==> config.mk <==
export PLATFORM = sky130hd
export DESIGN_NAME = mole_round_scheduler_flat
export DESIGN_NICKNAME = d
export VERILOG_FILES = /design/src/rtl/mole_pkg.sv /design/src/rtl/mole_round_scheduler_if.sv /design/src/rtl/tick_counter.sv /design/src/rtl/mole_round_scheduler.sv /design/src/flat_wrapper.sv
export SDC_FILE = /design/constraint.sdc
export NUM_CORES = 1
export LEC_CHECK = 0
export ABC_AREA = 1
export ABC_CLOCK_PERIOD_IN_PS = 2900
export CORE_UTILIZATION = 52
export DETAILED_ROUTE_END_ITERATION = 10
export GPL_ROUTABILITY_DRIVEN = 0
export PLACE_DENSITY = 0.74
export SETUP_SLACK_MARGIN = 0.15
export SYNTH_ARGS = -nofsm -noshare
export SYNTH_HDL_FRONTEND = slang
export SYNTH_HIERARCHICAL = 1
export SYNTH_SLANG_ARGS = --single-unit
export TNS_END_PERCENT = 5
==> constraint.sdc <==
create_clock -name clk -period 2.9 [get_ports clk]
set_clock_uncertainty 0.15 [all_clocks]
set_input_delay 0.58 -clock clk [delete_from_list [all_inputs] [get_ports clk]]
set_output_delay 0.58 -clock clk [all_outputs]
set_load 0.02 [all_outputs]
==> src/rtl/mole_pkg.sv <==
// Shared types and helpers for the whack-a-mole round scheduler:
// state encoding, mole geometry and the mole-selection function.
package mole_pkg;

  localparam int NUM_MOLES  = 4;
  localparam int MOLE_IDX_W = 2;

  typedef enum logic [2:0] {
    IDLE    = 3'd0,
    GAP     = 3'd1,
    UP      = 3'd2,
    RESOLVE = 3'd3,
    OVER    = 3'd4
  } state_t;

  // Never show the same mole twice in a row: bump to the next hole (mod 4).
  function automatic logic [MOLE_IDX_W-1:0] pick_mole(input logic [MOLE_IDX_W-1:0] rnd,
                                                      input logic [MOLE_IDX_W-1:0] last);
    if (rnd == last) begin
      return rnd + 2'd1;
    end else begin
      return rnd;
    end
  endfunction

  function automatic logic [NUM_MOLES-1:0] mole_onehot(input logic [MOLE_IDX_W-1:0] idx);
    return 4'b0001 << idx;
  endfunction

endpackage

==> src/rtl/mole_round_scheduler_if.sv <==
// Game-side bundle of the round scheduler: start/RNG/buttons in,
// mole display, score and round/game status out.
interface mole_round_scheduler_if
  import mole_pkg::*;
#(
  parameter int SCORE_W = 8
);

  logic                  start;
  logic [MOLE_IDX_W-1:0] rnd;
  logic [NUM_MOLES-1:0]  hit_btn;
  logic [NUM_MOLES-1:0]  mole_on;
  logic [SCORE_W-1:0]    score;
  logic                  round_done;
  logic                  round_hit;
  logic                  game_over;
  logic                  busy;

  modport master (
    output start, rnd, hit_btn,
    input  mole_on, score, round_done, round_hit, game_over, busy
  );

  modport slave (
    input  start, rnd, hit_btn,
    output mole_on, score, round_done, round_hit, game_over, busy
  );

endinterface

==> src/rtl/tick_counter.sv <==
// 32-bit loadable down-counter shared by the GAP and UP intervals;
// parks at zero and flags it.
module tick_counter (
  input  logic        clk,
  input  logic        reset,
  input  logic        load,
  input  logic [31:0] load_val,
  input  logic        en,
  output logic        zero
);

  logic [31:0] cnt_q;
  logic [31:0] cnt_d;

  // Load has priority over counting; the count never wraps below zero.
  always_comb begin
    cnt_d = cnt_q;
    if (load) begin
      cnt_d = load_val;
    end else if (en && (cnt_q != 32'd0)) begin
      cnt_d = cnt_q - 32'd1;
    end else begin
      cnt_d = cnt_q;
    end
  end

  // Counter register.
  always_ff @(posedge clk or negedge reset) begin
    if (!reset) begin
      cnt_q <= 32'd0;
    end else begin
      cnt_q <= cnt_d;
    end
  end

  assign zero = (cnt_q == 32'd0);

endmodule

==> src/rtl/mole_round_scheduler.sv <==
// Whack-a-mole round sequencer: gap, pick a mole, score hit/miss, repeat ROUNDS times.
// Optional feature macro SPEEDUP_EN: the UP window shrinks every fourth hit.
module mole_round_scheduler
  import mole_pkg::*;
#(
  parameter int unsigned GAP_TICKS = 32'd25_000_000,
  parameter int unsigned UP_TICKS  = 32'd50_000_000,
  parameter int unsigned ROUNDS    = 32'd20,
  parameter int unsigned SCORE_W   = 32'd8
`ifdef SPEEDUP_EN
  ,
  parameter int unsigned UP_STEP   = 32'd5_000_000,
  parameter int unsigned UP_MIN    = 32'd10_000_000
`endif
) (
  input logic                   clk,
  input logic                   reset,
  mole_round_scheduler_if.slave bus
);

  localparam int unsigned        RL_W      = $clog2(ROUNDS + 32'd1);
  localparam logic [SCORE_W-1:0] SCORE_MAX = {SCORE_W{1'b1}};

  state_t                state_q, state_d;
  logic [MOLE_IDX_W-1:0] last_mole_q, last_mole_d, pick_s;
  logic [RL_W-1:0]       rounds_left_q, rounds_left_d;
  logic [NUM_MOLES-1:0]  btn_q, rise_s;
  logic [NUM_MOLES-1:0]  mole_on_q, mole_on_d;
  logic [SCORE_W-1:0]    score_q, score_d;
  logic                  round_done_q, round_done_d;
  logic                  round_hit_q, round_hit_d;
  logic                  game_over_q, game_over_d;
  logic                  busy_q, busy_d;
  logic                  hit_s, tick_zero_s, start_game_s;
  logic                  cnt_load_s, cnt_en_s;
  logic [31:0]           cnt_load_val_s, up_win_s;

  assign rise_s       = bus.hit_btn & ~btn_q;
  // mole_on_q is the one-hot of the active mole, so it doubles as the hit mask.
  assign hit_s        = (state_q == UP) && ((rise_s & mole_on_q) != {NUM_MOLES{1'b0}});
  assign pick_s       = pick_mole(bus.rnd, last_mole_q);
  assign start_game_s = bus.start && ((state_q == IDLE) || (state_q == OVER));

  tick_counter u_tick (
    .clk      (clk),
    .reset    (reset),
    .load     (cnt_load_s),
    .load_val (cnt_load_val_s),
    .en       (cnt_en_s),
    .zero     (tick_zero_s)
  );

`ifdef SPEEDUP_EN
  localparam logic [31:0] STEP_FLOOR = 32'(UP_MIN + UP_STEP);

  logic [31:0] up_win_q, up_win_d;
  logic [1:0]  hit_cnt_q, hit_cnt_d;

  // Every fourth hit trims the UP window, clamped at UP_MIN.
  always_comb begin
    up_win_d  = up_win_q;
    hit_cnt_d = hit_cnt_q;
    if (start_game_s) begin
      up_win_d  = 32'(UP_TICKS);
      hit_cnt_d = 2'd0;
    end else if (hit_s) begin
      hit_cnt_d = hit_cnt_q + 2'd1;
      if (hit_cnt_q == 2'd3) begin
        up_win_d = (up_win_q >= STEP_FLOOR) ? (up_win_q - 32'(UP_STEP)) : 32'(UP_MIN);
      end else begin
        up_win_d = up_win_q;
      end
    end else begin
      hit_cnt_d = hit_cnt_q;
    end
  end

  // Speed-up registers.
  always_ff @(posedge clk or negedge reset) begin
    if (!reset) begin
      up_win_q  <= 32'd0;
      hit_cnt_q <= 2'd0;
    end else begin
      up_win_q  <= up_win_d;
      hit_cnt_q <= hit_cnt_d;
    end
  end

  assign up_win_s = up_win_q;
`else
  assign up_win_s = 32'(UP_TICKS);
`endif

  // FSM state register.
  always_ff @(posedge clk or negedge reset) begin
    if (!reset) begin
      state_q <= IDLE;
    end else begin
      state_q <= state_d;
    end
  end

  // FSM next-state; a hit wins over a simultaneous UP timeout.
  always_comb begin
    state_d = state_q;
    case (state_q)
      IDLE, OVER: begin
        if (bus.start) state_d = GAP;
        else           state_d = state_q;
      end
      GAP: begin
        if (tick_zero_s) state_d = UP;
        else             state_d = GAP;
      end
      UP: begin
        if (hit_s || tick_zero_s) state_d = RESOLVE;
        else                      state_d = UP;
      end
      RESOLVE: begin
        if (rounds_left_q == RL_W'(1)) state_d = OVER;
        else                           state_d = GAP;
      end
      default: state_d = IDLE;
    endcase
  end

  // FSM outputs: next values of the registered outputs and datapath, plus counter control.
  always_comb begin
    mole_on_d      = mole_on_q;
    score_d        = score_q;
    round_hit_d    = round_hit_q;
    last_mole_d    = last_mole_q;
    rounds_left_d  = rounds_left_q;
    cnt_load_s     = 1'b0;
    cnt_load_val_s = 32'(GAP_TICKS) - 32'd1;
    cnt_en_s       = (state_q == GAP) || (state_q == UP);
    round_done_d   = (state_q == RESOLVE);
    game_over_d    = (state_d == OVER);
    busy_d         = (state_d == GAP) || (state_d == UP) || (state_d == RESOLVE);
    case (state_q)
      IDLE, OVER: begin
        if (bus.start) begin
          score_d       = {SCORE_W{1'b0}};
          rounds_left_d = RL_W'(ROUNDS);
          cnt_load_s    = 1'b1;
        end else begin
          cnt_load_s    = 1'b0;
        end
      end
      GAP: begin
        if (tick_zero_s) begin
          mole_on_d      = mole_onehot(pick_s);
          last_mole_d    = pick_s;
          cnt_load_s     = 1'b1;
          cnt_load_val_s = up_win_s - 32'd1;
        end else begin
          cnt_load_s     = 1'b0;
        end
      end
      UP: begin
        if (hit_s || tick_zero_s) begin
          mole_on_d   = {NUM_MOLES{1'b0}};
          round_hit_d = hit_s;
          if (hit_s && (score_q != SCORE_MAX)) score_d = score_q + SCORE_W'(1);
          else                                 score_d = score_q;
        end else begin
          round_hit_d = round_hit_q;
        end
      end
      RESOLVE: begin
        rounds_left_d = rounds_left_q - RL_W'(1);
        if (rounds_left_q == RL_W'(1)) cnt_load_s = 1'b0;
        else                           cnt_load_s = 1'b1;
      end
      default: begin
        mole_on_d = {NUM_MOLES{1'b0}};
      end
    endcase
  end

  // Output and datapath registers.
  always_ff @(posedge clk or negedge reset) begin
    if (!reset) begin
      mole_on_q     <= {NUM_MOLES{1'b0}};
      score_q       <= {SCORE_W{1'b0}};
      round_done_q  <= 1'b0;
      round_hit_q   <= 1'b0;
      game_over_q   <= 1'b0;
      busy_q        <= 1'b0;
      last_mole_q   <= {MOLE_IDX_W{1'b0}};
      rounds_left_q <= {RL_W{1'b0}};
      btn_q         <= {NUM_MOLES{1'b0}};
    end else begin
      mole_on_q     <= mole_on_d;
      score_q       <= score_d;
      round_done_q  <= round_done_d;
      round_hit_q   <= round_hit_d;
      game_over_q   <= game_over_d;
      busy_q        <= busy_d;
      last_mole_q   <= last_mole_d;
      rounds_left_q <= rounds_left_d;
      btn_q         <= bus.hit_btn;
    end
  end

  assign bus.mole_on    = mole_on_q;
  assign bus.score      = score_q;
  assign bus.round_done = round_done_q;
  assign bus.round_hit  = round_hit_q;
  assign bus.game_over  = game_over_q;
  assign bus.busy       = busy_q;

endmodule
==> src/flat_wrapper.sv <==
// flat-port wrapper written by rule: the top's interface ports become plain ports
module mole_round_scheduler_flat import mole_pkg::*;
#(
  parameter int unsigned GAP_TICKS = 32'd25_000_000,
  parameter int unsigned UP_TICKS  = 32'd50_000_000,
  parameter int unsigned ROUNDS    = 32'd20,
  parameter int unsigned SCORE_W   = 32'd8

)
  (clk, reset, bus_start, bus_rnd, bus_hit_btn, bus_mole_on, bus_score, bus_round_done, bus_round_hit, bus_game_over, bus_busy);
  mole_round_scheduler_if #(.SCORE_W(SCORE_W)) bus_i ();
  input logic clk;
  input logic reset;
  input wire logic [$bits(bus_i.start)-1:0] bus_start;
  input wire logic [$bits(bus_i.rnd)-1:0] bus_rnd;
  input wire logic [$bits(bus_i.hit_btn)-1:0] bus_hit_btn;
  output wire logic [$bits(bus_i.mole_on)-1:0] bus_mole_on;
  output wire logic [$bits(bus_i.score)-1:0] bus_score;
  output wire logic [$bits(bus_i.round_done)-1:0] bus_round_done;
  output wire logic [$bits(bus_i.round_hit)-1:0] bus_round_hit;
  output wire logic [$bits(bus_i.game_over)-1:0] bus_game_over;
  output wire logic [$bits(bus_i.busy)-1:0] bus_busy;
  assign bus_i.start = bus_start;
  assign bus_i.rnd = bus_rnd;
  assign bus_i.hit_btn = bus_hit_btn;
  assign bus_mole_on = bus_i.mole_on;
  assign bus_score = bus_i.score;
  assign bus_round_done = bus_i.round_done;
  assign bus_round_hit = bus_i.round_hit;
  assign bus_game_over = bus_i.game_over;
  assign bus_busy = bus_i.busy;
  mole_round_scheduler #(.GAP_TICKS(GAP_TICKS), .UP_TICKS(UP_TICKS), .ROUNDS(ROUNDS), .SCORE_W(SCORE_W)) u_core (.clk(clk), .reset(reset), .bus(bus_i));
endmodule
==> summary.txt, run 1 <==
Drt
  – DRC viols: 0
  – First-iteration detailed-routing DRC count: between 200 and 250
  – Routed vias: approximately 4,100
  – Pre-antenna DRT Iters: 5
  – Wire length after detailed routing: between 10 and 15 mm
  – Avg Vias per Cell: a little over 5
  – WL per Instance: roughly 13 µm
  – Count of antenna-violating nets left after detailed routing: 0

Run status
  – Outcome: finished clean

Yosys
  – Netlist area before placement: between 4000 and 5000 µm²
  – Gate Count Post-Synth: 636
  – Count of yosys warnings during synthesis: 6
  – Sequential area share after synthesis: between 30% and 40%
  – Cell variety after synth: 40
  – Most frequently used flop master after synthesis: sky130_fd_sc_hd__dfrtp_1
  – Post-synthesis sequential element count: between 60 and 70
  – Share of synthesized flip-flops with an asynchronous set or reset: 100%
  – Number of flops mapped to enable cells by yosys: 0
  – Mean post-synth cell area: around 6.7 µm²

Timing
  – Number of pins exceeding their max-slew limit in the final report: 0
  – Final critical delay including setup and external delays: about 2.6 ns
  – Final setup vio count: 0
  – Final WS setup: between 0.3 and 0.4 ns
  – Hold violation count in the final report: 0
  – Post-route setup TNS: 0 ns
  – Max Clock Freq: slightly below 0.4 GHz
  – Slew @ Worst Pin: 0.690 ns
  – Portion of the clock cycle consumed by the worst path in the final layout: about nine tenths
  – Setup repair after global routing missed its margin: no
  – Headroom to the max-slew limit: 54.0%

Critical path
  – Worst-case reg-to-reg path depth: 13
  – CP Max Fanout: 14
  – Crit path DAT: between 2 and 3 ns
  – Worst-path cell chain: nor2_2, nand2_1, nor4_1, nand3_1, nor3_2, inv_1, nor2_4, inv_1, nand2_4, inv_4, or2_2, nand3_2, nand2_1
  – Capture instance of the worst register-to-register path: u_core/u_tick/cnt_q[18]
  – Number of buffer and inverter instances along the worst setup path: 3
  – Kind of start point of the critical path: flip-flop
  – Setup slack of the most critical reg-to-reg path: between 0.3 and 0.4 ns
  – Crit path largest cell delay: roughly 0.44 ns
  – Kind of end point of the critical path: flip-flop
  – Crit path required time: 3.00 ns
  – Origin of the critical flop-to-flop path: u_core/u_tick/cnt_q[22]
  – Worst setup path class: flip-flop to flip-flop
  – Family of cells with the greatest summed delay on the critical path: simple AND/OR/NAND/NOR gates
  – Slowest stage cell, crit path: sky130_fd_sc_hd__dfrtp_1

Clock tree
  – Clock sink total: 62
  – CTS tree: done
  – Total clock buffers created by CTS: 9
  – Latest clock arrival within the worst-skew pair: ~0.35 ns
  – H-tree levels: 3
  – Number of setup buffers added after CTS: 0
  – Buffer cell driving the clock tree root: sky130_fd_sc_hd__clkbuf_8
  – CTS Hold Bufs: 0
  – Maximum clock insertion buffer count: 2
  – Clk slew on worst S/H paths: approximately 0.080 ns

Placed design
  – Final HPWL from detailed placement: about 7.5 mm
  – Worst setup slack before clock tree synthesis: ~0.19 ns
  – Count of port buffers added during placement: 24

Die
  – Die Outline Area: 8580 µm²
  – Site row count: 32
  – Die outline height: 92.6 µm
  – Total core area: just under 8000 µm²
  – Die span in x: 92.6 µm
  – I/O pin cnt: 25
  – Starting density of the core: 54.4%

Power and ir drop
  – Leakage power summed over all cells: 2.52 nW
  – Power density relative to cell area: just over 500 nW/µm²
  – Maximum resistive drop on vdd: 374 µV

Global routing
  – Total Routing Usage GR: 26.5%
  – Global-route wire length before repair: 17.9 mm
  – Via count of the first global-routing pass: between 3,000 and 4,000
  – Global route total overflow: 0
  – Largest net degree at the start of global routing: between 40 and 50
  – Number of antenna violations at the first check in global routing: 0

Hold path
  – Worst min-delay path class: input port to asynchronous set/reset pin

Finish
  – Number of nets at the end of the flow: between 700 and 800
  – Fraction of final layout cells with drive strength greater than 1: around an eighth
  – Syn-to-layout area delta: 18.0%
  – Number of diodes added for antenna fixing: 0

Job
  – Count of maximum capacitance violations: 0
## final cells by class
type	instances	area [µm²]
Fill cell	755	2810
Multi-Input combinational cell	518	2520
Inverter	65	246
Sequential cell	62	1550
Clock inverter	7	120
Tap cell	102	128
Clock buffer	9	124
Timing Repair Buffer	33	345
## worst max path at each step
stage,from,end,slack [ns],depth (start not counted)
after floorplan,u_core/u_tick/cnt_q[0],u_core/u_tick/cnt_q[15],0.13,17
after global placement,u_core/u_tick/cnt_q[21],u_core/u_tick/cnt_q[0],0.25,13
after detailed placement,u_core/u_tick/cnt_q[21],u_core/u_tick/cnt_q[4],0.19,13
after CTS,u_core/u_tick/cnt_q[21],u_core/u_tick/cnt_q[18],0.18,13
after global routing,u_core/u_tick/cnt_q[22],u_core/u_tick/cnt_q[22],0.15,13
final,u_core/u_tick/cnt_q[22],u_core/u_tick/cnt_q[18],0.33,13
## state kept, by name, indices dropped and copies added (netlist names)
name / count
u_core/btn_q: 4
u_core/bus.busy: 1
u_core/bus.game_over: 1
u_core/bus.mole_on: 4
u_core/bus.round_done: 1
u_core/bus.round_hit: 1
u_core/bus.score: 8
u_core/last_mole_q: 2
u_core/rounds_left_q: 5
u_core/state_q: 3
u_core/u_tick/cnt_q: 32
## cell usage after synthesis, drive strengths merged, types with 2 or more instances
library cell / n / share of area (%)
a21oi: 8 / 0.94
a22o: 2 / 0.41
buf: 7 / 1.1
clkbuf: 5 / 0.44
conb: 2 / 0.18
dfrtp: 62 / 36
ha: 4 / 1.2
inv: 64 / 5.6
nand2: 247 / 23
nand3: 80 / 10
nand3b: 4 / 0.70
nand4: 9 / 1.3
nor2: 91 / 9.7
nor3: 5 / 1.2
o21ai: 28 / 4.5
or2: 4 / 0.59
xnor2: 3 / 0.62
xor2: 5 / 1.0
## power by group
part / total (mW) / switching [mW] / internal [mW]
logic: 0.561 / 0.352 / 0.209
registers: 1.08 / 0.120 / 0.958
clock network: 0.949 / 0.376 / 0.573
## metrics by stage
stage / util [%] / instance area (µm²) / hold WS [ns] / std cells / power (mW)
global placement: 60.3 / 4730 / 0.310 / 779 / 1.63
detailed placement: 60.3 / 4730 / 0.338 / 779 / 1.65
CTS: 63.5 / 4980 / 0.136 / 795 / 2.61
finish: 64.2 / 5040 / 0.119 / 796 / 2.59
floorplan: - / 4360 / 0.134 / 657 / 1.51
global route: 64.2 / 5040 / 0.165 / 796 / 2.74
## cells by family after synthesis
group,after synthesis,synth area share (%)
AO/OA/AOI/OAI,41,6.36
XOR/XNOR,8,1.64
adder cells (fa/ha/maj),4,1.17
buffers and inverters,77,7.30
flip-flops,62,36.3
other,2,0.176
AND/OR/NAND/NOR,442,47.0
## metal layers
metal  part of all wire, %  wire length, µm  global-route usage, %  vias up
met5                     0                0                      0        -
met4                   1.2              129                   8.72        0
met3                   5.4              565                   4.11       14
met2                    47             4860                   42.2      122
met1                    47             4880                   36.9     1895
li1                      -                -                      -     2100
## cells in the final DEF, fill, tap and decap left out, types with 2 or more instances in the layout
master and count:
sky130_fd_sc_hd__nand4_1 9, sky130_fd_sc_hd__o21ai_2 11, sky130_fd_sc_hd__nor2_2 8, sky130_fd_sc_hd__or2_2 4, sky130_fd_sc_hd__buf_12 2, sky130_fd_sc_hd__bufinv_16 3, sky130_fd_sc_hd__inv_2 3, sky130_fd_sc_hd__clkdlybuf4s50_1 23
sky130_fd_sc_hd__nand3_2 5, sky130_fd_sc_hd__o21ai_1 2, sky130_fd_sc_hd__clkbuf_8 9, sky130_fd_sc_hd__a21oi_1 8, sky130_fd_sc_hd__buf_4 6, sky130_fd_sc_hd__conb_1 23, sky130_fd_sc_hd__xor2_1 5, sky130_fd_sc_hd__nor2_4 6
sky130_fd_sc_hd__dfrtp_1 62, sky130_fd_sc_hd__nand2_4 4, sky130_fd_sc_hd__inv_1 61, sky130_fd_sc_hd__o21ai_0 14, sky130_fd_sc_hd__xnor2_1 3, sky130_fd_sc_hd__nor3_4 3, sky130_fd_sc_hd__nand2_2 8, sky130_fd_sc_hd__a22o_1 2
sky130_fd_sc_hd__nand3_1 74, sky130_fd_sc_hd__ha_1 3, sky130_fd_sc_hd__nand2_1 234, sky130_fd_sc_hd__nor2_1 76, sky130_fd_sc_hd__nand3b_1 4
## worst register-to-register path: stages (launching register included)
cell and delay, ns:
sky130_fd_sc_hd__dfrtp_1 0.44, sky130_fd_sc_hd__nor2_2 0.19, sky130_fd_sc_hd__nand2_1 0.11, sky130_fd_sc_hd__nor4_1 0.25, sky130_fd_sc_hd__nand3_1 0.13, sky130_fd_sc_hd__nor3_2 0.17, sky130_fd_sc_hd__inv_1 0.12, sky130_fd_sc_hd__nor2_4 0.12
sky130_fd_sc_hd__inv_1 0.11, sky130_fd_sc_hd__nand2_4 0.16, sky130_fd_sc_hd__inv_4 0.11, sky130_fd_sc_hd__or2_2 0.30, sky130_fd_sc_hd__nand3_2 0.07, sky130_fd_sc_hd__nand2_1 0.05
## timing repair
item / CTS / global route
cloned: 0 / 1
endpoints found under the hold margin: 0 / 0
setup endpoints to repair: 4 / 32
gates resized for setup: 1 / 9
pin swaps: 0 / 0
No activity file was read; power rests on OpenSTA's default activity.
==> run 2, diff against run 1 <==
CORE_MARGIN = 2   (was not set)
==> summary.txt, run 2 (synthesized netlist as in run 1, its figures left out) <==
Clock tree
  – Latest clock arrival within the worst-skew pair: 0.35 ns
  – Buffer cell driving the clock tree root: sky130_fd_sc_hd__clkbuf_8
  – Clock sink total: slightly above 60
  – Clk slew on worst S/H paths: ~0.080 ns
  – Number of setup buffers added after CTS: 0
  – Total clock buffers created by CTS: 9
  – CTS tree: done
  – Maximum clock insertion buffer count: 2
  – H-tree levels: 3

Drt
  – Wire length after detailed routing: between 10 and 15 mm
  – Count of antenna-violating nets left after detailed routing: 0
  – Pre-antenna DRT Iters: 5
  – WL per Instance: between 10 and 15 µm
  – First-iteration detailed-routing DRC count: between 300 and 400
  – Avg Vias per Cell: 5.22
  – Routed vias: 4,176
  – DRC viols: 0

Critical path
  – Critical Path End: u_core/u_tick/cnt_q[15]
  – Critical Path Stages: 15
  – Family of cells with the greatest summed delay on the critical path: simple AND/OR/NAND/NOR gates
  – Worst-path cell chain: nor2_4, nand2_1, nor4_1, nand3_1, nor3_2, inv_1, nor2_4, inv_1, nand2_4, inv_4, buf_4, nand3_1, nand2_1, nand2_1, o21ai_2
  – CP Max Fanout: 14
  – Worst setup path class: flip-flop to flip-flop
  – Crit path required time: around 3 ns
  – Kind of end point of the critical path: flip-flop
  – Origin of the critical flop-to-flop path: u_core/u_tick/cnt_q[22]
  – Worst-case reg-to-reg path depth: 15
  – Capture instance of the worst register-to-register path: u_core/u_tick/cnt_q[15]
  – Most common cell on crit path: sky130_fd_sc_hd__nand2_1
  – Kind of start point of the critical path: flip-flop
  – Setup slack of the most critical reg-to-reg path: 0.30 ns
  – Slowest stage cell, crit path: sky130_fd_sc_hd__dfrtp_1
  – Number of buffer and inverter instances along the worst setup path: 4
  – Launching element of the worst setup path: u_core/u_tick/cnt_q[22]
  – Crit path largest cell delay: approximately 0.46 ns
  – Crit path DAT: roughly 2.7 ns

Finish
  – Most flops, register: u_core/u_tick/cnt_q
  – Number of diodes added for antenna fixing: 0
  – Most frequent cells in the layout: 233 x sky130_fd_sc_hd__nand2_1, 76 x sky130_fd_sc_hd__nor2_1, 74 x sky130_fd_sc_hd__nand3_1, 62 x sky130_fd_sc_hd__dfrtp_1, 61 x sky130_fd_sc_hd__inv_1
  – Most common cell after layout, fill and taps aside: sky130_fd_sc_hd__nand2_1
  – Layout filler cell count: between 700 and 800
  – Fraction of final layout cells with drive strength greater than 1: about an eighth
  – End-of-flow core utilization: 62.4%
  – Storage element area: between 1500 and 2000 µm²
  – Number of nets at the end of the flow: 703
  – Syn-to-layout area delta: 18.3%
  – Multi-input gate area: 2540 µm²
  – Number of flip-flops under the largest register name: 32

Global routing
  – Total Routing Usage GR: about a quarter
  – Largest net degree at the start of global routing: roughly 40
  – Via count of the first global-routing pass: between 3,000 and 4,000
  – Number of antenna violations at the first check in global routing: 0
  – Global route total overflow: 0
  – Global-route wire length before repair: between 15 and 20 mm

Die
  – Site row count: 33
  – Die outline height: ~95 µm
  – I/O pin cnt: 25
  – Total core area: roughly 8100 µm²
  – Die span in x: ~95 µm
  – Die Outline Area: 8950 µm²
  – Starting density of the core: between 50% and 60%

Timing
  – Setup repair after global routing missed its margin: no
  – Post-route setup TNS: 0 ns
  – Number of pins exceeding their max-slew limit in the final report: 0
  – Max Clock Freq: about 0.38 GHz
  – Portion of the clock cycle consumed by the worst path in the final layout: between 80% and 90%
  – Final critical delay including setup and external delays: 2.60 ns
  – Final setup vio count: 0
  – Headroom to the max-slew limit: a little over half
  – Slew @ Worst Pin: around 0.69 ns
  – Hold violation count in the final report: 0

Power and ir drop
  – Power density relative to cell area: 505 nW/µm²
  – Maximum resistive drop on vdd: 329 µV
  – Leakage power summed over all cells: between 2 and 3 nW

Job
  – Count of maximum capacitance violations: 0

Run status
  – Outcome: finished clean

Placed design
  – Count of port buffers added during placement: 24
  – Final HPWL from detailed placement: roughly 7.5 mm

Hold path
  – Worst min-delay path class: input port to asynchronous set/reset pin
[run 2: changes by cell type in the layout (fill, tap and decap cells not counted), sizes merged]
cell and delta:
clkinvlp +1, buf +1, clkbuf +1, bufinv -1, clkinv -1
[run 2: what timing repair did]
action | 4_1_cts | 5_1_grt
hold buffers | 0 | 0
gates resized for setup | 1 | 12
setup endpoints to repair | 1 | 32
cloned | 0 | 1
[run 2: where the power goes]
group          internal, mW  switching [mW]
Clock                 0.511           0.382
Combinational         0.215           0.364
Sequential            0.958           0.121
[run 2: area by class of cell]
cell class / instances / area share [%]
clock buffers: 10 / 2.72
inverters: 65 / 4.88
well taps: 105 / 2.60
flip-flops and latches: 62 / 30.7
clock inverters: 6 / 1.83
multi-input cells: 518 / 50.3
repair buffers: 34 / 6.98
[run 2: metal layers]
| metal | routed length (µm) | global-route usage [%] | up-vias |
|---|---|---|---|
| met3 | 461 | 3.67 | 17 |
| met4 | 142 | 10.0 | 0 |
| li1 | - | - | 2097 |
| met2 | 4860 | 40.7 | 119 |
| met5 | 0 | 0 | - |
| met1 | 5070 | 34.8 | 1943 |
[run 2: worst min-delay path by stage]
stage | endpoint | startpoint | slack, ns | depth (start not counted)
floorplan | u_core/btn_q[0] | reset | 0.13 | 0
finish | u_core/u_tick/cnt_q[15] | reset | 0.12 | 1
global route | u_core/u_tick/cnt_q[15] | reset | 0.16 | 1
detailed placement | u_core/bus.round_hit | u_core/bus.round_hit | 0.33 | 2
global placement | u_core/bus.round_hit | u_core/bus.round_hit | 0.32 | 2
CTS | u_core/u_tick/cnt_q[15] | reset | 0.13 | 1
[run 2: metrics by stage]
stage	cells	area, µm²	hold WS [ns]	power, mW	setup slack [ns]
final	800	5050	0.116	2.55	0.297
after CTS	799	4970	0.132	2.55	0.137
after global routing	800	5050	0.164	2.70	0.168
after detailed placement	783	4740	0.330	1.65	0.111
after floorplan	657	4360	0.134	1.51	0.130
after global placement	783	4740	0.316	1.63	0.226
